==> src/rtl/leaf_accum.sv <==
// Leaf-value accumulator: issues one leaf lookup per classifier result and sums
// the returned signed leaf values into a per-stage total for the threshold stage.
module leaf_accum #(
    parameter int unsigned W_LEAF         = 13,
    parameter int unsigned FEATURE_NUM    = 2913,
    parameter int unsigned MAX_STAGE_FEAT = 256,
    localparam int unsigned W_ADDR        = $clog2(FEATURE_NUM),
    localparam int unsigned W_CNT         = $clog2(MAX_STAGE_FEAT + 1),
    localparam int unsigned W_ACC         = W_LEAF + $clog2(MAX_STAGE_FEAT)
) (
    input  logic                     clk,
    input  logic                     rst,

    input  logic                     res_valid,
    output logic                     res_ready,
    input  logic [W_ADDR-1:0]        res_addr,
    input  logic                     res_leaf,
    input  logic                     res_last,

    output logic                     addr_valid,
    input  logic                     addr_ready,
    output logic [W_ADDR-1:0]        addr_data,
    output logic                     leaf_num,

    input  logic                     data_valid,
    output logic                     data_ready,
    input  logic signed [W_LEAF-1:0] data,

    output logic                     sum_valid,
    input  logic                     sum_ready,
    output logic signed [W_ACC-1:0]  sum_data,
    output logic [W_CNT-1:0]         sum_cnt
);

    typedef enum logic [1:0] {StIdle, StReq, StWait, StOut} state_t;

    state_t                   state_q;
    logic [W_ADDR-1:0]        addr_q;
    logic                     leaf_q;
    logic                     last_q;
    logic signed [W_ACC-1:0]  acc_q;
    logic [W_CNT-1:0]         cnt_q;

    logic signed [W_ACC-1:0]  data_ext;
    logic [W_CNT-1:0]         cnt_inc;
    logic                     stage_full;

    assign data_ext   = {{(W_ACC - W_LEAF){data[W_LEAF-1]}}, data};
    assign cnt_inc    = cnt_q + W_CNT'(1);
    assign stage_full = (cnt_inc == W_CNT'(MAX_STAGE_FEAT));

    // addr_q/leaf_q only load in StIdle, so they stay frozen across StReq and StWait
    // while the responder steers its data path on leaf_num.
    always_ff @(posedge clk or negedge rst) begin
        if (!rst) begin
            state_q <= StIdle;
            addr_q  <= '0;
            leaf_q  <= 1'b0;
            last_q  <= 1'b0;
            acc_q   <= '0;
            cnt_q   <= '0;
        end else begin
            unique case (state_q)
                StIdle: begin
                    if (res_valid) begin
                        addr_q  <= res_addr;
                        leaf_q  <= res_leaf;
                        last_q  <= res_last;
                        state_q <= StReq;
                    end
                end
                StReq: begin
                    if (addr_ready) begin
                        state_q <= StWait;
                    end
                end
                StWait: begin
                    if (data_valid) begin
                        acc_q   <= acc_q + data_ext;
                        cnt_q   <= cnt_inc;
                        state_q <= (last_q || stage_full) ? StOut : StIdle;
                    end
                end
                StOut: begin
                    if (sum_ready) begin
                        acc_q   <= '0;
                        cnt_q   <= '0;
                        state_q <= StIdle;
                    end
                end
                default: state_q <= StIdle;
            endcase
        end
    end

    // Handshake outputs are pure state decodes: no input reaches an output.
    assign res_ready  = (state_q == StIdle);
    assign addr_valid = (state_q == StReq);
    assign data_ready = (state_q == StWait);
    assign sum_valid  = (state_q == StOut);
    assign addr_data  = addr_q;
    assign leaf_num   = leaf_q;
    assign sum_data   = (state_q == StOut) ? acc_q : '0;
    assign sum_cnt    = (state_q == StOut) ? cnt_q : '0;

endmodule
==> config.mk <==
export PLATFORM = sky130hd
export DESIGN_NAME = leaf_accum
export DESIGN_NICKNAME = d
export VERILOG_FILES = /design/src/rtl/leaf_accum.sv
export SDC_FILE = /design/constraint.sdc
export NUM_CORES = 1
export LEC_CHECK = 0
export ABC_AREA = 0
export BUFFER_PORTS_ARGS = -buffer_cell sky130_fd_sc_hd__buf_2
export CAP_MARGIN = 25
export CORE_ASPECT_RATIO = 2
export CORE_MARGIN = 4
export CORE_UTILIZATION = 54
export DETAILED_ROUTE_END_ITERATION = 8
export GPL_TIMING_DRIVEN = 0
export MAX_ROUTING_LAYER = met4
export PLACE_DENSITY = 0.84
export SYNTH_ARGS = -nofsm -noshare
export SYNTH_HDL_FRONTEND = slang
export SYNTH_SLANG_ARGS = --single-unit
==> constraint.sdc <==
create_clock -name clk -period 3.1 [get_ports clk]
set_input_delay 0.465 -clock clk [delete_from_list [all_inputs] [get_ports clk]]
set_output_delay 0.465 -clock clk [all_outputs]
set_load 0.02 [all_outputs]
# Word level (Yosys, flattened, before mapping)
# Index checks and enable logic that the tools add are counted.
[totals]
register_bits = 46
in_bits = 33
output_inout_bits = 47
wordCells = 36
[op_classes]
n_addsub = 2
n_eq_ne = 8
muxes = 14
reduce_logical = 6
[ops]
columns = ["cell", "n"]
rows = [
  ["$mux 21", 3],
  ["$pmux 21 s2", 1],
  ["$mux 9", 3],
  ["$add 21x13->21", 1],
  ["$pmux 9 s2", 1],
  ["$mux 2", 5],
  ["$add 9x1->9 const B", 1],
  ["$eq 9x9->1 const B", 1],
  ["$pmux 2 s4", 1],
  ["$eq 2x2->1 const B", 2],
  ["$ne 2x1->1 const B", 2],
  ["$ne 2x2->1 const B", 2],
  ["$reduce_and 4->1", 1],
  ["$reduce_and 3->1", 1],
  ["$eq 2x1->1 const B", 1],
  ["$logic_not 2->1", 1],
  ["$reduce_and 2->1", 1],
  ["$reduce_bool 2->1", 1],
  ["$logic_or 1x1->1", 1],
]

# Depth between registers and ports, before layout
# Gate-level depths: netlist of run 1.
[logic_depth]
depth_word = 6
mapped_depth = 10
ltp_nobuf = 10

# Least setup slack after synthesis of run 1
# OpenSTA, ideal clock, no wires.
[synth_path]
path_type = "input to register"
start = "in data[0]"
end = "reg acc_q[18]"
setup_time_ns = 0.069
arrival_ns = 2.389
t_required_ns = 3.031
path_slack_ns = 0.642
stages = 10
path_buffers = 0
path_cell_list = "ha_1 -> inv_1 -> fa_1 -> and2b_1 -> o2111ai_1 -> a21oi_1 -> or2_1 -> a41oi_1 -> or4_1 -> nand3_1"
[synth_via]
elab_chain_cells = 3
[synth_lines]
columns = ["element", "line", "source"]
rows = [
  ["start, declared", "27", "input logic signed [W_LEAF-1:0] data,"],
  ["$add 21x13->21", "79", "acc_q <= acc_q + data_ext;"],
  ["$mux 21", "78", "if (data_valid) begin"],
  ["$pmux 21 s2", "63", "unique case (state_q)"],
  ["end signal, assigned", "79", ""],
  ["end, declared", "41", "logic signed [W_ACC-1:0] acc_q;"],
]
# Every way passes these cells. The select of a mux whose other input is x is not followed.
# A chain may end at the register's enable or synchronous reset.

# Worst setup path after layout of run 1
[layout_path]
start = "reg acc_q[0]"
end = "reg acc_q[18]"
[layout_via]
elab_chain_cells = 3
[layout_lines]
columns = ["element", "line"]
rows = [
  ["$add 21x13->21", "79"],
  ["$mux 21", "78"],
  ["$pmux 21 s2", "63"],
]
# Every way passes these cells. The select of a mux whose other input is x is not followed.

==> results of run 1 <==
[logic make-up after synthesis]
logic type / after synthesis
XOR/XNOR: 19
adder cells (fa/ha/maj): 22
AND/OR/NAND/NOR: 131
flip-flops: 46
multiplexers: 17
buffers and inverters: 26
AO/OA/AOI/OAI: 93
[routing by layer]
layer	GRT usage	vias up	share of wire
met2	0.435	131	0.54
met1	0.250	1453	0.36
li1	-	1460	-
met3	0.0452	38	0.059
met5	-	-	0
met4	0.172	0	0.047
[power breakdown]
part	leakage, µW	switching (µW)	internal, µW
Combinational	0.00137	1120	738
Sequential	0.000584	168	830
Clock	0.0000664	264	302
Total	0.00202	1550	1870
[cell usage in the layout (no fill, tap or decap), types with 2 or more instances in the layout]
| master | Yosys | routed |
|---|---|---|
| sky130_fd_sc_hd__nand2b_1 | 5 | 5 |
| sky130_fd_sc_hd__and2_1 | 4 | 4 |
| sky130_fd_sc_hd__xnor2_1 | 9 | 9 |
| sky130_fd_sc_hd__ha_1 | 21 | 21 |
| sky130_fd_sc_hd__and3_1 | 33 | 33 |
| sky130_fd_sc_hd__nand4_1 | 7 | 7 |
| sky130_fd_sc_hd__nor3_1 | 6 | 6 |
| sky130_fd_sc_hd__nand2_1 | 42 | 42 |
| sky130_fd_sc_hd__clkinvlp_4 | 0 | 2 |
| sky130_fd_sc_hd__mux2_2 | 14 | 14 |
| sky130_fd_sc_hd__a41oi_1 | 3 | 3 |
| sky130_fd_sc_hd__a21oi_1 | 21 | 21 |
| sky130_fd_sc_hd__mux2i_1 | 3 | 3 |
| sky130_fd_sc_hd__a41o_1 | 2 | 2 |
| sky130_fd_sc_hd__nor2b_1 | 3 | 3 |
| sky130_fd_sc_hd__xor2_1 | 10 | 10 |
| sky130_fd_sc_hd__a31oi_1 | 2 | 2 |
| sky130_fd_sc_hd__nor2_1 | 11 | 11 |
| sky130_fd_sc_hd__a22o_1 | 3 | 3 |
| sky130_fd_sc_hd__inv_1 | 5 | 5 |
| sky130_fd_sc_hd__o31ai_1 | 3 | 3 |
| sky130_fd_sc_hd__dfrtp_1 | 46 | 46 |
| sky130_fd_sc_hd__a211o_1 | 2 | 2 |
| sky130_fd_sc_hd__buf_2 | 1 | 80 |
| sky130_fd_sc_hd__a21o_1 | 9 | 9 |
| sky130_fd_sc_hd__clkbuf_1 | 17 | 17 |
| sky130_fd_sc_hd__clkbuf_16 | 0 | 5 |
| sky130_fd_sc_hd__o21ai_0 | 36 | 36 |
| sky130_fd_sc_hd__nand3_1 | 10 | 10 |
[cell usage after synthesis (2+ instances only)]
master	n	area share
sky130_fd_sc_hd__nor2_1	11	0.013
sky130_fd_sc_hd__nand4_1	7	0.014
sky130_fd_sc_hd__nand3_1	10	0.016
sky130_fd_sc_hd__a41oi_1	3	0.0083
sky130_fd_sc_hd__dfrtp_1	46	0.36
sky130_fd_sc_hd__o21ai_0	36	0.057
sky130_fd_sc_hd__nor3_1	6	0.0095
sky130_fd_sc_hd__clkbuf_1	17	0.020
sky130_fd_sc_hd__ha_1	21	0.083
sky130_fd_sc_hd__inv_1	5	0.0059
sky130_fd_sc_hd__nor2b_1	3	0.0059
sky130_fd_sc_hd__a22o_1	3	0.0083
sky130_fd_sc_hd__a31oi_1	2	0.0039
sky130_fd_sc_hd__xnor2_1	9	0.025
sky130_fd_sc_hd__mux2_2	14	0.050
sky130_fd_sc_hd__nand2_1	42	0.050
sky130_fd_sc_hd__nand2b_1	5	0.0099
sky130_fd_sc_hd__a41o_1	2	0.0063
sky130_fd_sc_hd__and3_1	33	0.065
sky130_fd_sc_hd__a21o_1	9	0.021
sky130_fd_sc_hd__and2_1	4	0.0079
sky130_fd_sc_hd__a211o_1	2	0.0055
sky130_fd_sc_hd__a21oi_1	21	0.033
sky130_fd_sc_hd__xor2_1	10	0.028
sky130_fd_sc_hd__mux2i_1	3	0.0095
sky130_fd_sc_hd__o31ai_1	3	0.0071
[area by class of cell]
cell class              count  area (µm²)  share of cell area
repair buffers             80         415               0.109
multi-input cells         282        1910               0.501
flip-flops and latches     46        1150               0.302
plain buffers              21        92.6              0.0243
inverters                   5        18.8             0.00492
well taps                  61        76.3              0.0200
clock buffers               5         125              0.0328
clock inverters             3        23.8             0.00623
[through the flow]
stage | instance area, µm² | worst slack, ns | instances | util
after global routing | 3820 | 0.188 | 503 | 0.668
after floorplan | 3180 | 0.642 | 354 | -
final | 3820 | 0.294 | 503 | 0.668
after global placement | 3650 | 0.256 | 494 | 0.639
after CTS | 3820 | 0.362 | 503 | 0.668
after detailed placement | 3670 | 0.198 | 495 | 0.642
[path summary, 6_finish.rpt]
kind | start | cells after the start | end
hold reg to reg | addr_data[8]$_DFFE_PN0P_ | 1 | addr_data[8]$_DFFE_PN0P_
setup reg to reg | acc_q[0]$_DFFE_PN0P_ | 10 | acc_q[18]$_DFFE_PN0P_
hold / removal | rst | 1 | cnt_q[4]$_DFFE_PN0P_
max in group asynchronous | rst | 2 | addr_data[6]$_DFFE_PN0P_
min in group clk | res_last | 2 | last_q$_DFFE_PN0P_
setup / recovery | acc_q[0]$_DFFE_PN0P_ | 10 | acc_q[18]$_DFFE_PN0P_
[registers in the layout, indices dropped and copies added (netlist names)]
name / flops
acc_q: 21
addr_data: 12
cnt_q: 9
state_q: 2
last_q: 1
leaf_num: 1
[critical path: cells and delay by family (launching register included)]
family	cells	cell delay, ns
AO/OA/AOI/OAI	3	0.66
adder cells (fa/ha/maj)	2	0.58
buffers and inverters	1	0.06
flip-flops	1	0.39
AND/OR/NAND/NOR	4	1.06
==> load_flow_metrics.sql, run 1 <==
INSERT INTO impl_metrics (metric_group, metric, value, unit) VALUES
('worst_setup_path', 'cp_data_arrival_time', '3.04', 'ns'),
('worst_hold_path', 'hold_path_class', 'input pin to async pin', ''),
('synthesis', 'share_of_the_synthesized_area_in_compound_gates_ao_oa_aoi_oai', '0.189', ''),
('run_status', 'run_status', 'completed', ''),
('synthesis', 'async_reset_ff_frac', '1.00', ''),
('power', 'p_leak', '0.00202', 'µW'),
('routing', 'remaining_drc_errors', '0', ''),
('routing', 'wl_per_cell', '17.2', 'µm'),
('power', 'vdd.ir_drop.worst', '0.726', 'mV'),
('timing', 'period_minus_slack', '2.81', 'ns'),
('floorplanning', 'floorplan.die.height', '116', 'µm'),
('synthesis', 'post_synth_and_or_nand_nor_area_fraction', '0.213', ''),
('grt', 'antenna_found_initial', '0', ''),
('synthesis', 'synth_fa_ha_area_frac', '0.0890', ''),
('place', 'post-dp-hpwl', '6.54', 'mm'),
('worst_setup_path', 'reg2reg_slack', '0.29', 'ns'),
('worst_setup_path', 'start_kind', 'register', ''),
('worst_setup_path', 'worstPathCellList', 'ha_1 -> inv_1 -> fa_1 -> and2b_1 -> o2111ai_1 -> a21oi_1 -> or2_1 -> a41oi_1 -> or4_1 -> nand3_1', ''),
('clocking', 'postCtsResizedCells', '0', ''),
('timing', 'slew_limit_headroom', '0.646', ''),
('routing', 'ant_nets', '0', ''),
('floorplanning', 'design.portCount', '80', ''),
('power', 'power_density', '898', 'nW/µm²'),
('timing', 'setup_tns', '0', 'ns'),
('routing', 'via_count', '3082', ''),
('place', 'port-buffer-count', '79', ''),
('clocking', 'numCtsBuffers', '5', ''),
('timing', 'finalSetupViolations', '0', ''),
('floorplanning', 'number_of_rows_in_the_core_area', '39', ''),
('timing', 'period_share', '0.905', ''),
('routing', 'route.detailed.vias_per_inst', '6.13', ''),
('layout', 'area_delta_synth_final', '20.2', '%'),
('synthesis', 'ys_dominant_reg_cell', 'sky130_fd_sc_hd__dfrtp_1', ''),
('timing', 'final-hold-violation-count', '0', ''),
('clocking', 'cts_setup_buffers', '0', ''),
('place', 'place.gp.congestion', '0.915', ''),
('clocking', 'cts_sinks', '46', ''),
('clocking', 'htree_num_levels', '2', ''),
('timing', 'maxClockFrequency', '356', 'MHz'),
('synthesis', 'synth.yosys.seq_area_share', '0.362', ''),
('clocking', 'clk_path_buf_depth', '2', ''),
('synthesis', 'yosysWarnings', '0', ''),
('routing', 'drt-initial-drc-count', '192', ''),
('synthesis', 'postSynthRegisterBits', '46', ''),
('power', 'total_power', '3430', 'µW'),
('synthesis', 'multiplexer_area_fraction_after_synthesis', '0.0591', ''),
('clocking', 'cts.reportedPaths.clkPinSlew', '0.07', 'ns'),
('worst_setup_path', 'worst-endpoint-required', '3.34', 'ns'),
('clocking', 'clock_tree_from_tritoncts', 'done', ''),
('grt', 'first_pass_grt_wire_length', '14.2', 'mm'),
('worst_setup_path', 'crit_type', 'register to register', ''),
('synthesis', 'xor_xnor_portion_of_the_synthesized_cell_area', '0.0524', ''),
('timing', 'drv_slew', '0', ''),
('run', 'maxCapViolCount', '0', ''),
('synthesis', 'post_syn_area_per_cell', '8.97', 'µm²'),
('worst_setup_path', 'endpoint_kind_of_the_worst_setup_timing_path', 'register', ''),
('grt', 'vias_in_the_first_global_route', '3080', ''),
('grt', 'grt_max_degree', '35', ''),
('floorplanning', 'core_outline_area', '5710', 'µm²'),
('synthesis', 'number_of_synthesized_flops_with_an_enable_pin', '0', ''),
('synthesis', 'synth_area', '3180', 'µm²'),
('layout', 'n_antenna_cell', '0', ''),
('clocking', 'postCtsHoldBufs', '0', ''),
('routing', 'drt-pass1-iter-count', '5', ''),
('timing', 'worst_pin_slew', '0.532', 'ns'),
('floorplanning', 'die_width', '62.2', 'µm'),
('worst_setup_path', 'critical-path-max-stage-delay', '0.54', 'ns'),
('floorplanning', 'start_util', '0.556', ''),
('floorplanning', 'design.die.area', '7250', 'µm²'),
('routing', 'drt_wl_total', '8.63', 'mm'),
('synthesis', 'syn-num-nets', '409', '');
Note: power is estimated with default switching activity, not from simulation.
==> run 2: changes to the inputs <==
==> constraint.sdc (replaced) <==
create_clock -name clk -period 2.77 [get_ports clk]
set_input_delay 0.4155 -clock clk [delete_from_list [all_inputs] [get_ports clk]]
set_output_delay 0.4155 -clock clk [all_outputs]
set_load 0.02 [all_outputs]
==> run 2 against run 1 <==
  * Wire length about the same
  * Cell count increased by 0.40%
  * Critical path type unchanged
  * Clock skew about the same
  * Register-to-register slack got worse by 0.18 ns
  * Sequential power rose by 12%
  * Clock-buffer cell count stayed put
==> load_flow_metrics.sql, run 2 (synthesized netlist as in run 1, its figures left out) <==
INSERT INTO impl_metrics (metric_group, metric, value, unit) VALUES
('worst_setup_path', 'reg2reg_slack', '0.11', 'ns'),
('floorplanning', 'die_width', '62.2', 'µm'),
('worst_setup_path', 'worst-endpoint-required', '3.01', 'ns'),
('layout', 'layoutNonFillerInstCount', '505', ''),
('layout', 'share_of_final_layout_standard_cells_stronger_than_drive_strength_1', '0.266', ''),
('layout', 'most-common-layout-cells', 'sky130_fd_sc_hd__buf_2, sky130_fd_sc_hd__dfrtp_1, sky130_fd_sc_hd__nand2_1', ''),
('routing', 'wl_per_cell', '17.1', 'µm'),
('routing', 'drt_wl_total', '8.64', 'mm'),
('timing', 'slew_limit_headroom', '0.658', ''),
('grt', 'vias_in_the_first_global_route', '3080', ''),
('layout', 'number_of_flip_flops_under_the_largest_register_name', '21', ''),
('worst_setup_path', 'critical-path-max-stage-delay', '0.50', 'ns'),
('clocking', 'numCtsBuffers', '5', ''),
('power', 'power_density', '1010', 'nW/µm²'),
('layout', 'largest-register', 'acc_q', ''),
('power', 'total_power', '3870', 'µW'),
('worst_setup_path', 'worstPathCellList', 'ha_1 -> inv_1 -> fa_1 -> and2b_1 -> o2111ai_1 -> a21oi_1 -> or2_4 -> a41oi_4 -> or4_1 -> nand3_1', ''),
('place', 'port-buffer-count', '79', ''),
('timing', 'maxClockFrequency', '376', 'MHz'),
('worst_setup_path', 'crit_type', 'register to register', ''),
('routing', 'via_count', '3076', ''),
('clocking', 'cts.reportedPaths.clkPinSlew', '0.07', 'ns'),
('worst_setup_path', 'crit_fanout', '3', ''),
('place', 'dp.cells', '495', ''),
('clocking', 'postCtsHoldBufs', '0', ''),
('floorplanning', 'start_util', '0.556', ''),
('floorplanning', 'design.portCount', '80', ''),
('grt', 'grt_usage', '0.250', ''),
('clocking', 'htree_num_levels', '2', ''),
('timing', 'unrepaired_setup_endpoints_after_global_routing', 'no', ''),
('worst_setup_path', 'endpoint_kind_of_the_worst_setup_timing_path', 'register', ''),
('layout', 'leading_cell_type_in_the_layout_fill_and_taps_excluded', 'sky130_fd_sc_hd__buf_2', ''),
('clocking', 'cts_sinks', '46', ''),
('timing', 'drv_slew', '0', ''),
('clocking', 'clock_tree_from_tritoncts', 'done', ''),
('clocking', 'clk_path_buf_depth', '2', ''),
('run', 'maxCapViolCount', '0', ''),
('floorplanning', 'core_outline_area', '5710', 'µm²'),
('place', 'place.gp.congestion', '0.915', ''),
('floorplanning', 'floorplan.die.height', '116', 'µm'),
('grt', 'first_pass_grt_wire_length', '14.2', 'mm'),
('grt', 'grt_max_degree', '35', ''),
('worst_setup_path', 'path_delay_family', 'simple AND/OR/NAND/NOR gates', ''),
('worst_setup_path', 'critical_path.slowest_cell', 'sky130_fd_sc_hd__or4_1', ''),
('layout', 'final_net_count', '498', ''),
('worst_setup_path', 'timing.critical_path.buf_inv', '1', ''),
('timing', 'finalSetupViolations', '0', ''),
('worst_setup_path', 'start_kind', 'register', ''),
('layout', 'utilization', '0.675', ''),
('routing', 'remaining_drc_errors', '0', ''),
('routing', 'drt-pass1-iter-count', '5', ''),
('timing', 'period_minus_slack', '2.66', 'ns'),
('layout', 'fillers', '488', ''),
('place', 'post-dp-hpwl', '6.54', 'mm'),
('timing', 'final.setup_skew', '0.00431', 'ns'),
('timing', 'final-hold-violation-count', '0', ''),
('grt', 'antenna_found_initial', '0', ''),
('power', 'vdd.ir_drop.worst', '0.825', 'mV'),
('routing', 'ant_nets', '0', ''),
('timing', 'period_share', '0.960', ''),
('routing', 'drt-initial-drc-count', '212', ''),
('layout', 'final_design_area_no_fill', '3850', 'µm²'),
('clocking', 'clk_latency', '0.30', 'ns'),
('grt', 'grt.overflow.total', '0', ''),
('floorplanning', 'number_of_rows_in_the_core_area', '39', ''),
('layout', 'n_antenna_cell', '0', ''),
('layout', 'area_delta_synth_final', '21.3', '%'),
('worst_hold_path', 'hold_path_class', 'input pin to async pin', ''),
('run_status', 'run_status', 'completed', ''),
('routing', 'route.detailed.vias_per_inst', '6.09', ''),
('place', 'placed_cell_area', '3670', 'µm²'),
('clocking', 'cts_root_buffer', 'sky130_fd_sc_hd__clkbuf_16', ''),
('floorplanning', 'design.die.area', '7250', 'µm²'),
('power', 'p_leak', '0.00203', 'µW'),
('worst_setup_path', 'cp_data_arrival_time', '2.90', 'ns'),
('timing', 'worst_pin_slew', '0.512', 'ns');
==> run 2: changes by cell type in the layout (fill, tap and decap cells not counted) <==
cell                      previous run  this run
sky130_fd_sc_hd__a41oi_1             3         2
sky130_fd_sc_hd__a41oi_4             0         1
sky130_fd_sc_hd__buf_4               1         3
sky130_fd_sc_hd__or2_1               1         0
sky130_fd_sc_hd__or2_4               0         1
==> run 2: worst register-to-register path, cell delays in order (launching register included) <==
cell                        delay [ns]
sky130_fd_sc_hd__dfrtp_1          0.38
sky130_fd_sc_hd__ha_1             0.17
sky130_fd_sc_hd__inv_1            0.06
sky130_fd_sc_hd__fa_1             0.40
sky130_fd_sc_hd__and2b_1          0.23
sky130_fd_sc_hd__o2111ai_1        0.15
sky130_fd_sc_hd__a21oi_1          0.27
sky130_fd_sc_hd__or2_4            0.20
sky130_fd_sc_hd__a41oi_4          0.15
sky130_fd_sc_hd__or4_1            0.50
sky130_fd_sc_hd__nand3_1          0.08
==> run 2: final timing paths <==
check / startpoint / end / cells past startpoint
max: acc_q[0]$_DFFE_PN0P_ / acc_q[18]$_DFFE_PN0P_ / 10
min: rst / cnt_q[4]$_DFFE_PN0P_ / 1
max reg2reg: acc_q[0]$_DFFE_PN0P_ / acc_q[18]$_DFFE_PN0P_ / 10
min reg2reg: addr_data[8]$_DFFE_PN0P_ / addr_data[8]$_DFFE_PN0P_ / 1
max in group asynchronous: rst / addr_data[6]$_DFFE_PN0P_ / 2
min in group clk: res_last / last_q$_DFFE_PN0P_ / 2
==> run 2: power breakdown <==
group / internal [µW] / leakage (µW) / switching (µW) / total, µW
combinational: 852 / 0.00138 / 1270 / 2130
sequential: 929 / 0.000584 / 186 / 1120
clock: 338 / 0.0000664 / 292 / 630
==> run 2: repair_timing <==
action                     in CTS  in global routing
setup buffers                   0                  2
resized for setup               0                  3
setup endpoints to repair       0                  2
==> run 2: stage by stage <==
| step | setup slack [ns] | TNS [ns] | hold slack (ns) |
|---|---|---|---|
| after floorplan | 0.361 | 0 | 0.120 |
| after global placement | -0.0241 | -0.0241 | 0.484 |
| after detailed placement | -0.0825 | -0.0825 | 0.342 |
| after CTS | 0.0318 | 0 | 0.0255 |
| after global routing | 0.0302 | 0 | 0.0304 |
| final | 0.112 | 0 | 0.0115 |
==> run 2: final cells by class <==
cell class	instances	area, µm²	area share
Multi-Input combinational cell	282	1930	0.502
Sequential cell	46	1150	0.299
Timing Repair Buffer	82	430	0.112
Clock buffer	5	125	0.0325
Buffer	21	92.6	0.0240
Tap cell	61	76.3	0.0198
Clock inverter	3	23.8	0.00617
Inverter	5	18.8	0.00487
==> run 2: metal layers <==
layer	share of wire	up-vias	track usage
met1	0.36	1454	0.250
met3	0.063	34	0.0452
li1	-	1463	-
met4	0.044	0	0.172
met5	0	-	-
met2	0.54	125	0.435
